### src/rtl/fec_hv_dac_pkg.sv
// rtl/fec_hv_dac_pkg.sv - shared types and constants for the HV DAC serial writer
package fec_hv_dac_pkg;

    localparam int HV_DAC_FRAME_W = 16;
    localparam int HV_DAC_CHIPS   = 4;
    localparam int HV_DAC_CODE_W  = 12;
    localparam int HV_DAC_CH_W    = 3;
    localparam int HV_DAC_CHIP_W  = $clog2(HV_DAC_CHIPS);

    typedef enum logic [2:0] {
        ST_IDLE,
        ST_SETUP,
        ST_SHIFT,
        ST_LDAC,
        ST_GAP
    } hv_dac_state_e;

    // Leading zero is the DAC's write-to-input-register command bit.
    function automatic logic [HV_DAC_FRAME_W-1:0] hv_dac_frame(
        input logic [HV_DAC_CH_W-1:0]   ch,
        input logic [HV_DAC_CODE_W-1:0] code
    );
        return {1'b0, ch, code};
    endfunction

endpackage

### src/rtl/fec_tick_gen.sv
// rtl/fec_tick_gen.sv - strobe every HALF_PER enabled cycles, restartable by clr
module fec_tick_gen #(
    parameter int HALF_PER = 3
) (
    input  logic dtc_clk,
    input  logic rst_n,
    input  logic clr,
    input  logic en,
    output logic tick
);

    localparam int            CW   = $clog2(HALF_PER + 1);
    localparam logic [CW-1:0] LAST = CW'(HALF_PER - 1);

    logic [CW-1:0] cnt_q;
    logic [CW-1:0] cnt_d;

    assign tick = en && (cnt_q == LAST);

    always_comb begin
        cnt_d = cnt_q;
        if (clr || tick) begin
            cnt_d = '0;
        end else if (en) begin
            cnt_d = cnt_q + 1'b1;
        end
    end

    always_ff @(posedge dtc_clk or negedge rst_n) begin
        if (!rst_n) begin
            cnt_q <= '0;
        end else begin
            cnt_q <= cnt_d;
        end
    end

endmodule

### src/rtl/fec_hv_dac_spi.sv
// rtl/fec_hv_dac_spi.sv - serialises one 16-bit write to a selected HV DAC chip
module fec_hv_dac_spi
    import fec_hv_dac_pkg::*;
#(
    parameter int HALF_PER = 3,
    parameter int LDAC_W   = 4,
    parameter int GAP      = 2
) (
    input  logic                     dtc_clk,
    input  logic                     rst_n,
    input  logic                     wr_valid,
    output logic                     wr_ready,
    input  logic [HV_DAC_CHIP_W-1:0] wr_chip,
    input  logic [HV_DAC_CH_W-1:0]   wr_ch,
    input  logic [HV_DAC_CODE_W-1:0] wr_data,
    input  logic                     wr_ldac,
    output logic                     busy,
    output logic                     done,
    output logic [HV_DAC_CHIPS-1:0]  hv_dac_sync_b,
    output logic                     hv_dac_sclk,
    output logic                     hv_dac_din,
    output logic                     hv_dac_load_b
);

    localparam int            WMAX      = (LDAC_W > GAP) ? LDAC_W : GAP;
    localparam int            WW        = $clog2(WMAX + 1);
    localparam logic [WW-1:0] LDAC_LAST = WW'(LDAC_W - 1);
    localparam logic [WW-1:0] GAP_LAST  = WW'(GAP - 1);

    hv_dac_state_e              state_q, state_d;
    logic [HV_DAC_FRAME_W-1:0]  shreg_q, shreg_d;
    logic [HV_DAC_CHIP_W-1:0]   chip_q, chip_d;
    logic                       ldac_q, ldac_d;
    logic                       sclk_q, sclk_d;
    logic [4:0]                 bit_q, bit_d;
    logic [WW-1:0]              wait_q, wait_d;
    logic                       done_q, done_d;
    logic                       armed_q, armed_d;

    logic in_frame;
    logic tick;
    logic accept;

    assign in_frame = (state_q == ST_SETUP) || (state_q == ST_SHIFT);
    assign wr_ready = armed_q && (state_q == ST_IDLE);
    assign accept   = wr_valid && wr_ready;

    fec_tick_gen #(
        .HALF_PER (HALF_PER)
    ) u_tick (
        .dtc_clk (dtc_clk),
        .rst_n   (rst_n),
        .clr     (!in_frame),
        .en      (in_frame),
        .tick    (tick)
    );

    always_comb begin
        state_d = state_q;
        shreg_d = shreg_q;
        chip_d  = chip_q;
        ldac_d  = ldac_q;
        sclk_d  = sclk_q;
        bit_d   = bit_q;
        wait_d  = wait_q;
        done_d  = 1'b0;
        armed_d = 1'b1;

        case (state_q)
            ST_IDLE: begin
                sclk_d = 1'b1;
                bit_d  = '0;
                wait_d = '0;
                if (accept) begin
                    shreg_d = hv_dac_frame(wr_ch, wr_data);
                    chip_d  = wr_chip;
                    ldac_d  = wr_ldac;
                    state_d = ST_SETUP;
                end
            end
            ST_SETUP: begin
                if (tick) begin
                    sclk_d  = 1'b0;
                    bit_d   = '0;
                    state_d = ST_SHIFT;
                end
            end
            ST_SHIFT: begin
                // 32nd half-period ends with sclk already high: leave it there
                if (tick) begin
                    if (bit_q == 5'd31) begin
                        wait_d  = '0;
                        state_d = ldac_q ? ST_LDAC : ST_GAP;
                    end else begin
                        sclk_d = ~sclk_q;
                        bit_d  = bit_q + 5'd1;
                        if (!sclk_q) begin
                            shreg_d = {shreg_q[HV_DAC_FRAME_W-2:0], 1'b0};
                        end
                    end
                end
            end
            ST_LDAC: begin
                if (wait_q == LDAC_LAST) begin
                    wait_d  = '0;
                    state_d = ST_GAP;
                end else begin
                    wait_d = wait_q + 1'b1;
                end
            end
            ST_GAP: begin
                if (wait_q == GAP_LAST) begin
                    wait_d  = '0;
                    done_d  = 1'b1;
                    state_d = ST_IDLE;
                end else begin
                    wait_d = wait_q + 1'b1;
                end
            end
            default: begin
                state_d = ST_IDLE;
            end
        endcase
    end

    always_ff @(posedge dtc_clk or negedge rst_n) begin
        if (!rst_n) begin
            state_q <= ST_IDLE;
            shreg_q <= '0;
            chip_q  <= '0;
            ldac_q  <= 1'b0;
            sclk_q  <= 1'b1;
            bit_q   <= '0;
            wait_q  <= '0;
            done_q  <= 1'b0;
            armed_q <= 1'b0;
        end else begin
            state_q <= state_d;
            shreg_q <= shreg_d;
            chip_q  <= chip_d;
            ldac_q  <= ldac_d;
            sclk_q  <= sclk_d;
            bit_q   <= bit_d;
            wait_q  <= wait_d;
            done_q  <= done_d;
            armed_q <= armed_d;
        end
    end

    always_comb begin
        hv_dac_sync_b = '1;
        if (in_frame) begin
            hv_dac_sync_b[chip_q] = 1'b0;
        end
    end

    assign hv_dac_sclk   = sclk_q;
    assign hv_dac_din    = in_frame && shreg_q[HV_DAC_FRAME_W-1];
    assign hv_dac_load_b = (state_q != ST_LDAC);
    assign busy          = (state_q != ST_IDLE);
    assign done          = done_q;

endmodule

### config.mk
export PLATFORM = sky130hd
export DESIGN_NAME = fec_hv_dac_spi
export DESIGN_NICKNAME = d
export VERILOG_FILES = /design/src/rtl/fec_hv_dac_pkg.sv /design/src/rtl/fec_tick_gen.sv /design/src/rtl/fec_hv_dac_spi.sv
export SDC_FILE = /design/constraint.sdc
export NUM_CORES = 1
export LEC_CHECK = 0
export CORE_UTILIZATION = 45
export CTS_BUF_LIST = sky130_fd_sc_hd__clkbuf_8 sky130_fd_sc_hd__clkbuf_16
export DETAILED_ROUTE_END_ITERATION = 7
export GPL_TIMING_DRIVEN = 0
export HOLD_SLACK_MARGIN = 0.08
export MAX_ROUTING_LAYER = met4
export PLACE_DENSITY_LB_ADDON = 0.25
export SKIP_CTS_REPAIR_TIMING = 1
export SLEW_MARGIN = 30
export SYNTH_ARGS = -nofsm -noshare
export SYNTH_HDL_FRONTEND = slang
export SYNTH_SLANG_ARGS = --single-unit
### constraint.sdc
create_clock -name dtc_clk -period 2.7 [get_ports dtc_clk]
set_clock_uncertainty 0.05 [all_clocks]
set_input_delay 0.675 -clock dtc_clk [delete_from_list [all_inputs] [get_ports dtc_clk]]
set_output_delay 0.675 -clock dtc_clk [all_outputs]
set_load 0.01 [all_outputs]
==> run summary <==
Status -> finished, final reports clean
CP required -> 1980 ps
Total leakage power -> 1.08 nW
Synthesized Nets -> 233
Vias in the first global route -> 1,468
Max clock buf depth -> 2
Worst path depth -> 4
Clock Latency Late Sink -> 290 ps
Area of the multi-input gates -> 892 sq um
Seq pwr share -> 33.3%
Routed WL -> 4.08 mm
Internal power -> 1.63 mW
PortBufs -> 30
Setup WS post-layout -> 60.9 ps
Nets -> 270
CTS tree -> built
Pre-CTS worst setup slack -> 149 ps
Fin crit share -> 97.7%
Gr ovfl total -> 0
Die Span Y -> 66.2 um
Via count -> 1,614
CP Capture Type -> primary output
Tmin final -> 2640 ps
Drt drc -> 0
DR pass1 iterations -> 5
Synth area leaders -> dfrtp_1, nand2_1, a31oi_1
Io pins -> 31
CP Launch Type -> register
First-pass GRT wire length -> 6.75 mm
CTS root buffer -> clkbuf_8
Power per cell area -> 1080 mW/mm^2
Largest net degree at the start of global routing -> 22
Crit path arrival time -> 1910 ps
Register bit total from synthesis -> 35
Maximum vdd drop -> 0.534 mV
CP max stage cell -> clkdlybuf4s50_1
NetSw -> 0.956 mW
Critical path class -> reg -> out
WL per Instance -> 14.0 um
ANT nets after route -> 0
# H-tree levels -> 2
RD Place Congestion -> 0.880
Floorplan core area -> 0.00380 sq mm
CP Cell Sequence -> buf_2 -> buf_2 -> or3_1 -> clkdlybuf4s50_1
Vias per inst -> 5.55
Top cell type by total area after synthesis -> dfrtp_1
Dpl cells -> 284
CP bufs+invs -> 3
Number of fillers in the final layout -> 341
HPWL Detailed -> 2.88 mm
Ys async rst share -> 100%
CTS Buf Count -> 5
Total die area -> 0.00438 sq mm
Combinational share of power -> 45.2%
Final hold viol count -> 0
Slew headroom -> 60.7%
Clock sinks -> 35
Worst path most repeated cell -> buf_2
FF-to-FF path depth -> 7
Register Area -> 878 sq um
Iteration-0 DRC Markers -> 137
Cell area after synthesis -> 0.00185 sq mm
# diodes -> 0
Share of post-route cells with drive strength above 1 -> 14.0%
Post-synth EDFFs -> 0
Initial Utilization -> 48.8%
Finish-stage setup viols -> 0
Initial antenna violation count -> 0
Fin cells -> 291
Distinct cells, synth -> 44
Clk pin slew, worst setup/hold paths -> 70 ps
Area growth syn-to-layout -> 29.4%
Crit path max-delay family -> buffers and inverters
Max frequency -> 379 MHz
Max Slew Vio Count -> 0
Cells after synthesis -> 205
Sequential share of the synthesized area -> 47.3%
# rows -> 22
Synth top area share -> 45.9%
Syn avg cell area -> 9.04 sq um
Crit path max fanout -> 10
Hold Slack -> 252 ps
Worst Max-Slew Pin Slew -> 587 ps
Max_cap viols -> 0
Width of the chip -> 66.2 um
Total GRT Usage -> 21.4%
RSZ-0062 raised after global routing -> no
Clock power share -> 21.6%
Sw Ratio -> 37.0%
Min-Delay Path Class -> in -> async
Ys flop type -> dfrtp_1
Post-layout util -> 63.1%
Yosys warns -> 0
Slowest stage delay, CP -> 490 ps
cell usage after synthesis (2+ instances only):
cell type  instances
or3_1              2
nor2b_1            4
nand2b_1           3
nor2_1            20
clkbuf_1           2
dfrtp_1           34
nand2_1           37
a21oi_1            8
nand3b_1           4
buf_2              7
mux2_2             5
ha_1               7
a31oi_1           15
inv_1             12
nand3_1            3
o21ai_0            9
nand4_1            2
a21o_1             3
nor3_1             3
flip-flops by register name, summed over array words and instances (netlist names), 2 cells and up:
signal        cells
shreg_q          16
bit_q             5
u_tick.cnt_q      2
state_q           3
chip_q            2
wait_q            3
final cells by class:
class / count / share of cell area, %
Inverter: 13 / 2.03
Clock buffer: 5 / 2.87
Sequential cell: 35 / 36.6
Tap cell: 48 / 2.50
Multi-Input combinational cell: 146 / 37.2
Clock inverter: 3 / 2.66
Timing Repair Buffer: 31 / 13.9
Buffer: 10 / 2.24
cells by family after synthesis:
| group | Yosys count | share of synthesized area [%] |
|---|---|---|
| muxes | 5 | 3.04 |
| other | 1 | 0.202 |
| and+or+nand+nor | 86 | 22.1 |
| adders and majority gates | 8 | 5.33 |
| buffers and inverters | 24 | 5.54 |
| AOI/OAI and AO/OA | 46 | 16.4 |
| DFF | 35 | 47.3 |
metal layers:
metal / GRT usage (%) / wire length [um] / vias to the layer above
met5: - / 0 / -
met1: 30.1 / 2010 / 785
met4: 6.38 / 57 / 0
li1: - / - / 781
met2: 30.4 / 1800 / 40
met3: 5.17 / 204 / 8
stage by stage:
step	instance area [sq um]	setup TNS, ps	total power [mW]
floorplan	1850	0	1.63
global placement	2210	0	1.96
detailed placement	2240	0	1.99
CTS	2370	-578	2.55
global route	2400	0	2.77
finish	2400	0	2.58
cell usage in the layout, fill, tap and decap left out, types with 2 or more instances in the layout:
cell type and instances:
nand2b_1 2, buf_4 2, nor2b_1 4, bufinv_16 2
clkbuf_8 5, dfrtp_1 33, ha_1 7, o21ai_0 9
mux2_2 5, a21o_1 2, nor2_1 20, nand4_1 2
nor3_1 3, a21oi_1 7, buf_2 8, inv_1 13
a31oi_1 15, dlymetal6s2s_1 4, nand3b_1 4, clkdlybuf4s50_1 25
nand3_1 3, nand2_1 37, or3_1 2
worst register-to-register path: cells and delay by family, from the launching register on:
| kind | cells | cell delay (ps) |
|---|---|---|
| AOI/OAI and AO/OA | 2 | 480 |
| adders and majority gates | 2 | 500 |
| buffers and inverters | 1 | 180 |
| DFF | 1 | 400 |
| and+or+nand+nor | 2 | 300 |
path summary, 6_finish.rpt:
kind | start | to | slack (ps)
min | rst_n | chip_q[1] | 250
max reg2reg | bit_q[0] | bit_q[3] | 670
min in group dtc_clk | u_tick.cnt_q[0] | u_tick.cnt_q[0] | 390
max | state_q[0] | busy | 60
min reg2reg | u_tick.cnt_q[0] | u_tick.cnt_q[0] | 390
max in group asynchronous | rst_n | shreg_q[12] | 1900
power by group through the flow:
| stage | sequential, mW | combinational (mW) | clock, mW |
|---|---|---|---|
| after global routing | 0.886 | 1.29 | 0.594 |
| after detailed placement | 0.852 | 1.14 | 0 |
| after CTS | 0.843 | 1.14 | 0.563 |
| final | 0.859 | 1.17 | 0.557 |
| after floorplan | 0.821 | 0.805 | 0 |
| after global placement | 0.846 | 1.11 | 0 |
Note: power is estimated with default switching activity, not from simulation.
